### src/rtl/data_memory_pkg.sv
// data_memory_pkg: access-size encoding and byte-lane helpers for sized_data_memory.
`default_nettype none

package data_memory_pkg;

  typedef enum logic [1:0] {
    SIZE_B = 2'd0,
    SIZE_H = 2'd1,
    SIZE_W = 2'd2,
    SIZE_D = 2'd3
  } size_e;

  localparam int DATA_BYTES = 8;

  // An access is aligned when its byte offset is a multiple of its own size.
  function automatic logic is_aligned(input logic [2:0] offset, input size_e size);
    logic ok;
    case (size)
      SIZE_B:  ok = 1'b1;
      SIZE_H:  ok = (offset[0] == 1'b0);
      SIZE_W:  ok = (offset[1:0] == 2'b00);
      default: ok = (offset == 3'b000);
    endcase
    return ok;
  endfunction

  function automatic logic [DATA_BYTES-1:0] lane_mask(input logic [2:0] offset, input size_e size);
    logic [DATA_BYTES-1:0] base;
    case (size)
      SIZE_B:  base = 8'h01;
      SIZE_H:  base = 8'h03;
      SIZE_W:  base = 8'h0F;
      default: base = 8'hFF;
    endcase
    return base << offset;
  endfunction

endpackage

`default_nettype wire

### src/rtl/load_extender.sv
// load_extender: picks the addressed bytes out of a 64-bit word and
// sign- or zero-extends them to 64 bits.
`default_nettype none

module load_extender
  import data_memory_pkg::*;
(
  input  logic [63:0] i_word,
  input  logic [2:0]  i_offset,
  input  size_e       i_size,
  input  logic        i_signed,
  output logic [63:0] o_data
);

  logic [63:0] w_shifted;
  logic        w_sign_b;
  logic        w_sign_h;
  logic        w_sign_w;

  assign w_shifted = i_word >> {i_offset, 3'b000};
  assign w_sign_b  = i_signed & w_shifted[7];
  assign w_sign_h  = i_signed & w_shifted[15];
  assign w_sign_w  = i_signed & w_shifted[31];

  always_comb begin
    o_data = w_shifted;
    case (i_size)
      SIZE_B:  o_data = {{56{w_sign_b}}, w_shifted[7:0]};
      SIZE_H:  o_data = {{48{w_sign_h}}, w_shifted[15:0]};
      SIZE_W:  o_data = {{32{w_sign_w}}, w_shifted[31:0]};
      default: o_data = w_shifted;
    endcase
  end

endmodule

`default_nettype wire

### src/rtl/sized_data_memory.sv
// sized_data_memory: byte-addressed data memory with sized, extended loads,
// lane-masked stores, error flagging and a READ_LATENCY-deep response pipeline.
`default_nettype none

module sized_data_memory
  import data_memory_pkg::*;
#(
  parameter int DATA_WIDTH   = 64,
  parameter int ADDR_WIDTH   = 64,
  parameter int DEPTH        = 64,
  parameter int READ_LATENCY = 1
) (
  input  logic                  clock,
  input  logic                  reset_n,
  input  logic                  req_valid,
  output logic                  req_ready,
  input  logic                  req_write,
  input  logic [1:0]            req_size,
  input  logic                  req_signed,
  input  logic [ADDR_WIDTH-1:0] req_addr,
  input  logic [DATA_WIDTH-1:0] req_wdata,
  output logic                  resp_valid,
  input  logic                  resp_ready,
  output logic [DATA_WIDTH-1:0] resp_rdata,
  output logic                  resp_error
);

  localparam int IDX_W  = (DEPTH > 1) ? $clog2(DEPTH) : 1;
  localparam int WORD_W = ADDR_WIDTH - 3;
  localparam int LAST   = READ_LATENCY - 1;

  logic [WORD_W-1:0]     w_word_idx;
  logic [IDX_W-1:0]      w_idx;
  logic [2:0]            w_offset;
  size_e                 w_size;
  logic                  w_misaligned;
  logic                  w_out_of_range;
  logic                  w_error;
  logic                  w_advance;
  logic                  w_accept;
  logic                  w_do_write;
  logic [DATA_BYTES-1:0] w_lane_mask;
  logic [DATA_WIDTH-1:0] w_wdata_shifted;
  logic [DATA_WIDTH-1:0] w_rd_word;
  logic [DATA_WIDTH-1:0] w_load_data;
  logic [DATA_WIDTH-1:0] w_resp_data;

  logic [DATA_WIDTH-1:0]   r_mem [DEPTH];
  logic [READ_LATENCY-1:0] r_vld;
  logic [READ_LATENCY-1:0] r_err;
  logic [DATA_WIDTH-1:0]   r_data [READ_LATENCY];

  assign w_word_idx     = req_addr[ADDR_WIDTH-1:3];
  assign w_offset       = req_addr[2:0];
  assign w_size         = size_e'(req_size);
  assign w_idx          = w_word_idx[IDX_W-1:0];
  assign w_misaligned   = !is_aligned(w_offset, w_size);
  assign w_out_of_range = (w_word_idx >= WORD_W'(DEPTH));
  assign w_error        = w_misaligned || w_out_of_range;

  // Whole pipeline moves together; a stalled output freezes every stage.
  assign w_advance  = !r_vld[LAST] || resp_ready;
  assign req_ready  = w_advance;
  assign w_accept   = req_valid && w_advance;
  assign w_do_write = w_accept && req_write && !w_error;

  assign w_lane_mask     = lane_mask(w_offset, w_size);
  assign w_wdata_shifted = req_wdata << {w_offset, 3'b000};
  assign w_rd_word       = r_mem[w_idx];

  load_extender u_load_extender (
    .i_word   (w_rd_word),
    .i_offset (w_offset),
    .i_size   (w_size),
    .i_signed (req_signed),
    .o_data   (w_load_data)
  );

  assign w_resp_data = (req_write || w_error) ? '0 : w_load_data;

  // Array is deliberately not reset so committed stores survive a reset.
  always_ff @(posedge clock) begin
    if (w_do_write) begin
      for (int i = 0; i < DATA_BYTES; i++) begin
        if (w_lane_mask[i]) begin
          r_mem[w_idx][8*i +: 8] <= w_wdata_shifted[8*i +: 8];
        end
      end
    end
  end

  always_ff @(posedge clock or negedge reset_n) begin
    if (!reset_n) begin
      r_vld <= '0;
      r_err <= '0;
      for (int s = 0; s < READ_LATENCY; s++) begin
        r_data[s] <= '0;
      end
    end else if (w_advance) begin
      r_vld[0]  <= w_accept;
      r_err[0]  <= w_accept && w_error;
      r_data[0] <= w_accept ? w_resp_data : '0;
      for (int s = 1; s < READ_LATENCY; s++) begin
        r_vld[s]  <= r_vld[s-1];
        r_err[s]  <= r_err[s-1];
        r_data[s] <= r_data[s-1];
      end
    end
  end

  assign resp_valid = r_vld[LAST];
  assign resp_error = r_err[LAST];
  assign resp_rdata = r_data[LAST];

endmodule

`default_nettype wire

### config.mk
export PLATFORM = sky130hd
export DESIGN_NAME = sized_data_memory
export DESIGN_NICKNAME = d
export VERILOG_FILES = /design/src/rtl/data_memory_pkg.sv /design/src/rtl/load_extender.sv /design/src/rtl/sized_data_memory.sv
export SDC_FILE = /design/constraint.sdc
export NUM_CORES = 2
export LEC_CHECK = 0
export CELL_PAD_IN_SITES_DETAIL_PLACEMENT = 1
export CELL_PAD_IN_SITES_GLOBAL_PLACEMENT = 2
export CORE_ASPECT_RATIO = 0.8
export CORE_MARGIN = 5
export CORE_UTILIZATION = 43
export DETAILED_ROUTE_END_ITERATION = 10
export HOLD_SLACK_MARGIN = 0.06
export PLACE_DENSITY_LB_ADDON = 0.2
export SYNTH_ARGS = -nofsm -noshare
export SYNTH_HDL_FRONTEND = slang
export SYNTH_SLANG_ARGS = --single-unit
### constraint.sdc
create_clock -name clock -period 2.7 [get_ports clock]
set_clock_uncertainty 0.2 [all_clocks]
set_input_delay 0.27 -clock clock [delete_from_list [all_inputs] [get_ports clock]]
set_output_delay 0.27 -clock clock [all_outputs]
set_load 0.005 [all_outputs]
==> impl.org <==
** Outcome
- Result of the run :: finished, violations left
- Violations in the final reports :: negative setup slack

** Global route
- Total congestion overflow after global routing :: 0
- The via count of the first global-routing pass was ~110k.
- Global routing usage summed across all routing layers :: 0.358
- The initial antenna violation count came to 75.
- Entering global routing, the biggest net connects 81 pins.
- Global-route wire length before repair :: about 970000 um

** Logic synthesis
- The cell count after synthesis came out at ~9500.
- The synthesized-area fraction occupied by ao, oa, aoi and oai cells is 0.0924.
- Proportion of synthesized chip area in sequential cells :: 0.755
- Counting flops with a built-in enable in the synthesized netlist gives 4096.
- Area share of xor/xnor cells in the synthesized design :: 0
- In this run, distinct cell masters in the synthesized netlist total 93.
- Synth top area cells :: edfxtp_1 75%, mux4_2 3.5%, mux2i_1 3.1%, mux2_2 2.3%, nor2_1 1.7%
- For this run, asynchronously set or reset flops after synthesis account for 0.0159.
- Most numerous cell in the Yosys netlist :: edfxtp_1
- Fraction of post-synthesis cell area in the top cell type by area :: 0.745
- The average instance in the mapped netlist occupies 17.3 um2.
- Of the total synthesized cell area, the portion taken by full adders, half adders and majority gates is 0.
- Of the total synthesized cell area, the portion taken by AND, OR, NAND and NOR gates is 0.0399.
- The most used flip-flop cell after synthesis is edfxtp_1.
- Leading cell types by count after synthesis :: 4096 x edfxtp_1, 749 x nor2_1, 505 x mux2i_1, 359 x a22oi_1, 333 x mux2_2
- Main combinational cell family by area after synthesis :: compound AO/OA/AOI/OAI gates
- Number of warnings issued by yosys :: 0
- After synthesis the cells add up to 165000 um2.
- Portion of netlist area occupied by mux cells :: 0.0897
- Synthesis produced a netlist with a net count of 9649.
- The synthesized design contains between 4000 and 5000 register bits.
- Synth area leader :: edfxtp_1

** Route
- After the first detailed-routing iteration, the DRC count stood at 18700.
- Final wirelength :: about 730000 um
- DRC Markers :: 0
- The detailed router placed between 100k and 150k vias in this run.
- In the final routed layout, each cell accounts on average for about 42 um.
- Number of vias per cell after detailed routing :: between 6 and 7
- Before antenna repair, the detailed router went through 6 iterations.
- The detail route stage leaves a number of antenna-violating nets equal to 0.

** Setup path
- Data on the critical path arrives at its endpoint at roughly 4500 ps.
- By startpoint and endpoint, the worst setup path is classified as reg -> reg.
- For this design, the slowest cell found on the critical path is a222oi_1.
- Critical path required time :: approximately 3400 ps
- Reg2reg end :: resp_rdata[9]
- In this run the critical register-to-register path is launched from r_mem[58][57].
- Of all nets on the critical path, the largest fanout is 3.
- Slowest stage delay, CP :: 710 ps
- Crit path buf inv count :: 2
- Minimum setup slack among reg-to-reg paths :: -1170 ps
- The kind of cell with the highest combined delay along the critical path is compound AO/OA/AOI/OAI gates.
- The worst register-to-register path has a depth of 11.
- Kind of capture point of the worst setup path :: register
- Element type at the critical path start :: register
- List of cells traversed by the critical path :: mux2_4 > a221oi_4 > o22ai_4 > a222oi_1 > buf_4 > nand4b_1 > buf_12 > mux2_4 > a221oi_4 > nor2_1 > a21o_1

** STA
- Peak Freq :: 259 MHz
- Final setup violation count :: approximately 1400
- For the pin with the worst max-slew slack, the measured transition is around 1300 ps.
- Ratio of final minimum period to clock period :: 1.43
- Final Hold Violating Endpoints :: 0
- Setup repair after global routing could not meet its margin everywhere.
- The max-slew violation count came to 0.
- Sum of negative setup slack :: -99100 ps
- Final worst path period need :: 3870 ps
- Least setup slack across all paths after layout :: -1170 ps
- Remaining max-slew budget at the tightest pin :: 0.130

** Power and ir drop
- The share of total power dissipated in combinational logic is 0.095.
- Clk network pwr share :: 0.406
- Of the total power, the share spent switching nets is 0.243.
- Power spread over the standard cell area amounts to about 680 nW/um2.
- The analysis attributes to net switching a power of about 35000 uW.
- The share of total power dissipated in sequential elements is 0.499.
- Pleak :: 0.0672 uW
- Cell internal pwr :: between 100000 and 150000 uW
- The worst-case IR drop observed on VDD is between 0.6 and 0.7 mV.

** Place
- Input and output buffers added on the ports amount to between 200 and 250.
- Final RePlAce weighted congestion :: about 0.99
- Once detailed placement completed, the half-perimeter wirelength came to slightly above 500000 um.
- Pre-CTS setup slack :: -2860 ps

** Clock network
- After clock tree synthesis, the clock-pin slew on the worst setup and hold paths is 60 ps.
- Clock tree from TritonCTS :: built
- The clock passes through at most 4 buffers.
- Clock sink total :: approximately 4200
- Number of H-tree levels :: 5
- Counting the buffers created by CTS gives a little over 400.
- Worst skew pair latency :: approximately 1100 ps
- Clock tree synthesis selected as its root buffer the cell clkbuf_16.

** Layout
- The multi-input combinational cells in the finished layout cover a total of between 30000 and 40000 um2.
- Number of nets at the end of the flow :: roughly 12000
- In the final layout, the share of cells above drive strength 1 is 0.325.
- Counting the fill cells in the layout gives 35000.
- Synth-to-layout area growth :: 26.9%
- The sequential cells in the finished layout cover a total of 125000 um2.

** Min path
- Worst hold endpoint :: resp_rdata[15]
- The tightest min-delay check is of the in -> reg type.
- Startpoint of the worst hold path :: req_size[1]
- The worst hold path passes through 5 cells.

** Floorplan
- In this run the count of I/O pins placed on the die edge is between 200 and 250.
- Core Area :: between 300000 and 400000 um2
- After floorplanning, the core was divided into roughly 200 placement rows.
- Initial standard-cell utilization of the core :: 0.432
- Measured along the y axis, the die boundary spans between 500 and 600 um.
- The die covers a little under 400000 um2.
- The floorplan step set the die width to around 700 um.

** Flow run
- Number of max-cap violations :: 0
[layer usage]
metal / part of all wire / GRT usage
met2: 0.41 / 0.499
met1: 0.39 / 0.506
met4: 0.051 / 0.159
met5: 0.00083 / 0.00333
met3: 0.15 / 0.125
[per-stage QoR]
step | utilization | cell area [um2] | hold slack, ps | instances | total power [uW]
after floorplan | - | 165000 | -226 | 9513 | 77500
after global placement | 0.506 | 193000 | 264 | 16400 | 85400
after detailed placement | 0.506 | 193000 | 268 | 16400 | 85600
after CTS | 0.543 | 208000 | 125 | 17200 | 143000
after global routing | 0.547 | 209000 | 203 | 17300 | 147000
final | 0.548 | 209000 | 222 | 17300 | 143000
[worst reg2reg max path, delay by kind of cell (launching register included)]
family / cells / cell delay, ps
AOI/OAI and AO/OA: 5 / 1620
muxes: 2 / 610
buffers and inverters: 2 / 480
DFF: 1 / 390
and+or+nand+nor: 2 / 390
[how the worst max path moves through the flow]
stage             startpoint        endpoint  slack, ps  cells after the start
5_1_grt        r_mem[15][35]  resp_rdata[27]      -1180                      9
3_5_place_dp     req_addr[3]  resp_rdata[23]      -2860                     18
4_1_cts        r_mem[58][57]  resp_rdata[33]       -980                     11
2_1_floorplan    req_addr[3]   resp_rdata[1]       -790                     14
3_3_place_gp     req_addr[3]  resp_rdata[20]      -2890                     15
6_report       r_mem[58][57]   resp_rdata[9]      -1170                     11
[power groups by stage]
stage | sequential, uW | clock, uW | combinational [uW]
2_1_floorplan | 72900 | 0 | 4650
5_1_grt | 71400 | 61400 | 13700
3_5_place_dp | 72800 | 0 | 12800
3_3_place_gp | 72800 | 0 | 12600
6_report | 71500 | 58100 | 13700
4_1_cts | 71500 | 58400 | 13000
[final cells by class]
type	instances	share of cell area
Inverter	31	0.000657
Tap cell	5125	0.0306
Clock buffer	512	0.0520
Clock inverter	254	0.0114
Sequential cell	4162	0.595
Antenna cell	61	0.000729
Timing Repair Buffer	2539	0.123
Multi-Input combinational cell	4621	0.187
[cells by family after synthesis]
kind of cell	after synthesis
simple gates	1451
mux	1112
buf+inv	730
flops	4162
compound gates	2058
[layout by cell type, fill, tap and decap left out, types with 33 or more instances in the layout]
cell / n
edfxtp_1: 4096
buf_4: 1784
nor2_1: 641
mux2i_1: 488
clkbuf_16: 430
buf_12: 422
a22oi_1: 349
mux2_2: 328
nand2_1: 314
o22ai_1: 282
mux4_2: 255
a221oi_1: 250
a21oi_1: 218
clkdlybuf4s50_1: 174
o21ai_0: 151
a221o_1: 129
buf_6: 103
clkinv_1: 97
clkbuf_1: 90
a22o_1: 81
clkinv_2: 80
dfrtp_1: 66
diode_2: 61
nor2_4: 58
o221ai_1: 55
o22a_1: 53
nor2_2: 50
a31oi_1: 50
nand3_1: 49
o2bb2ai_1: 49
bufinv_16: 36
o21ai_2: 35
nand3b_1: 33
[state kept, by name, indices dropped and copies added, names as in the netlist]
signal	flops
r_mem	4096
resp_error	1
resp_rdata	64
resp_valid	1
[timing repair]
action | CTS | global route
hold endpoints to repair | 205 | 0
pin swaps | 60 | 71
cloned | 5 | 12
hold buffers | 8 | 0
buffers inserted | 8 | 21
gates resized for setup | 168 | 331
endpoints found under the setup margin | 4138 | 2397
Power figures use the tool's default switching activity.
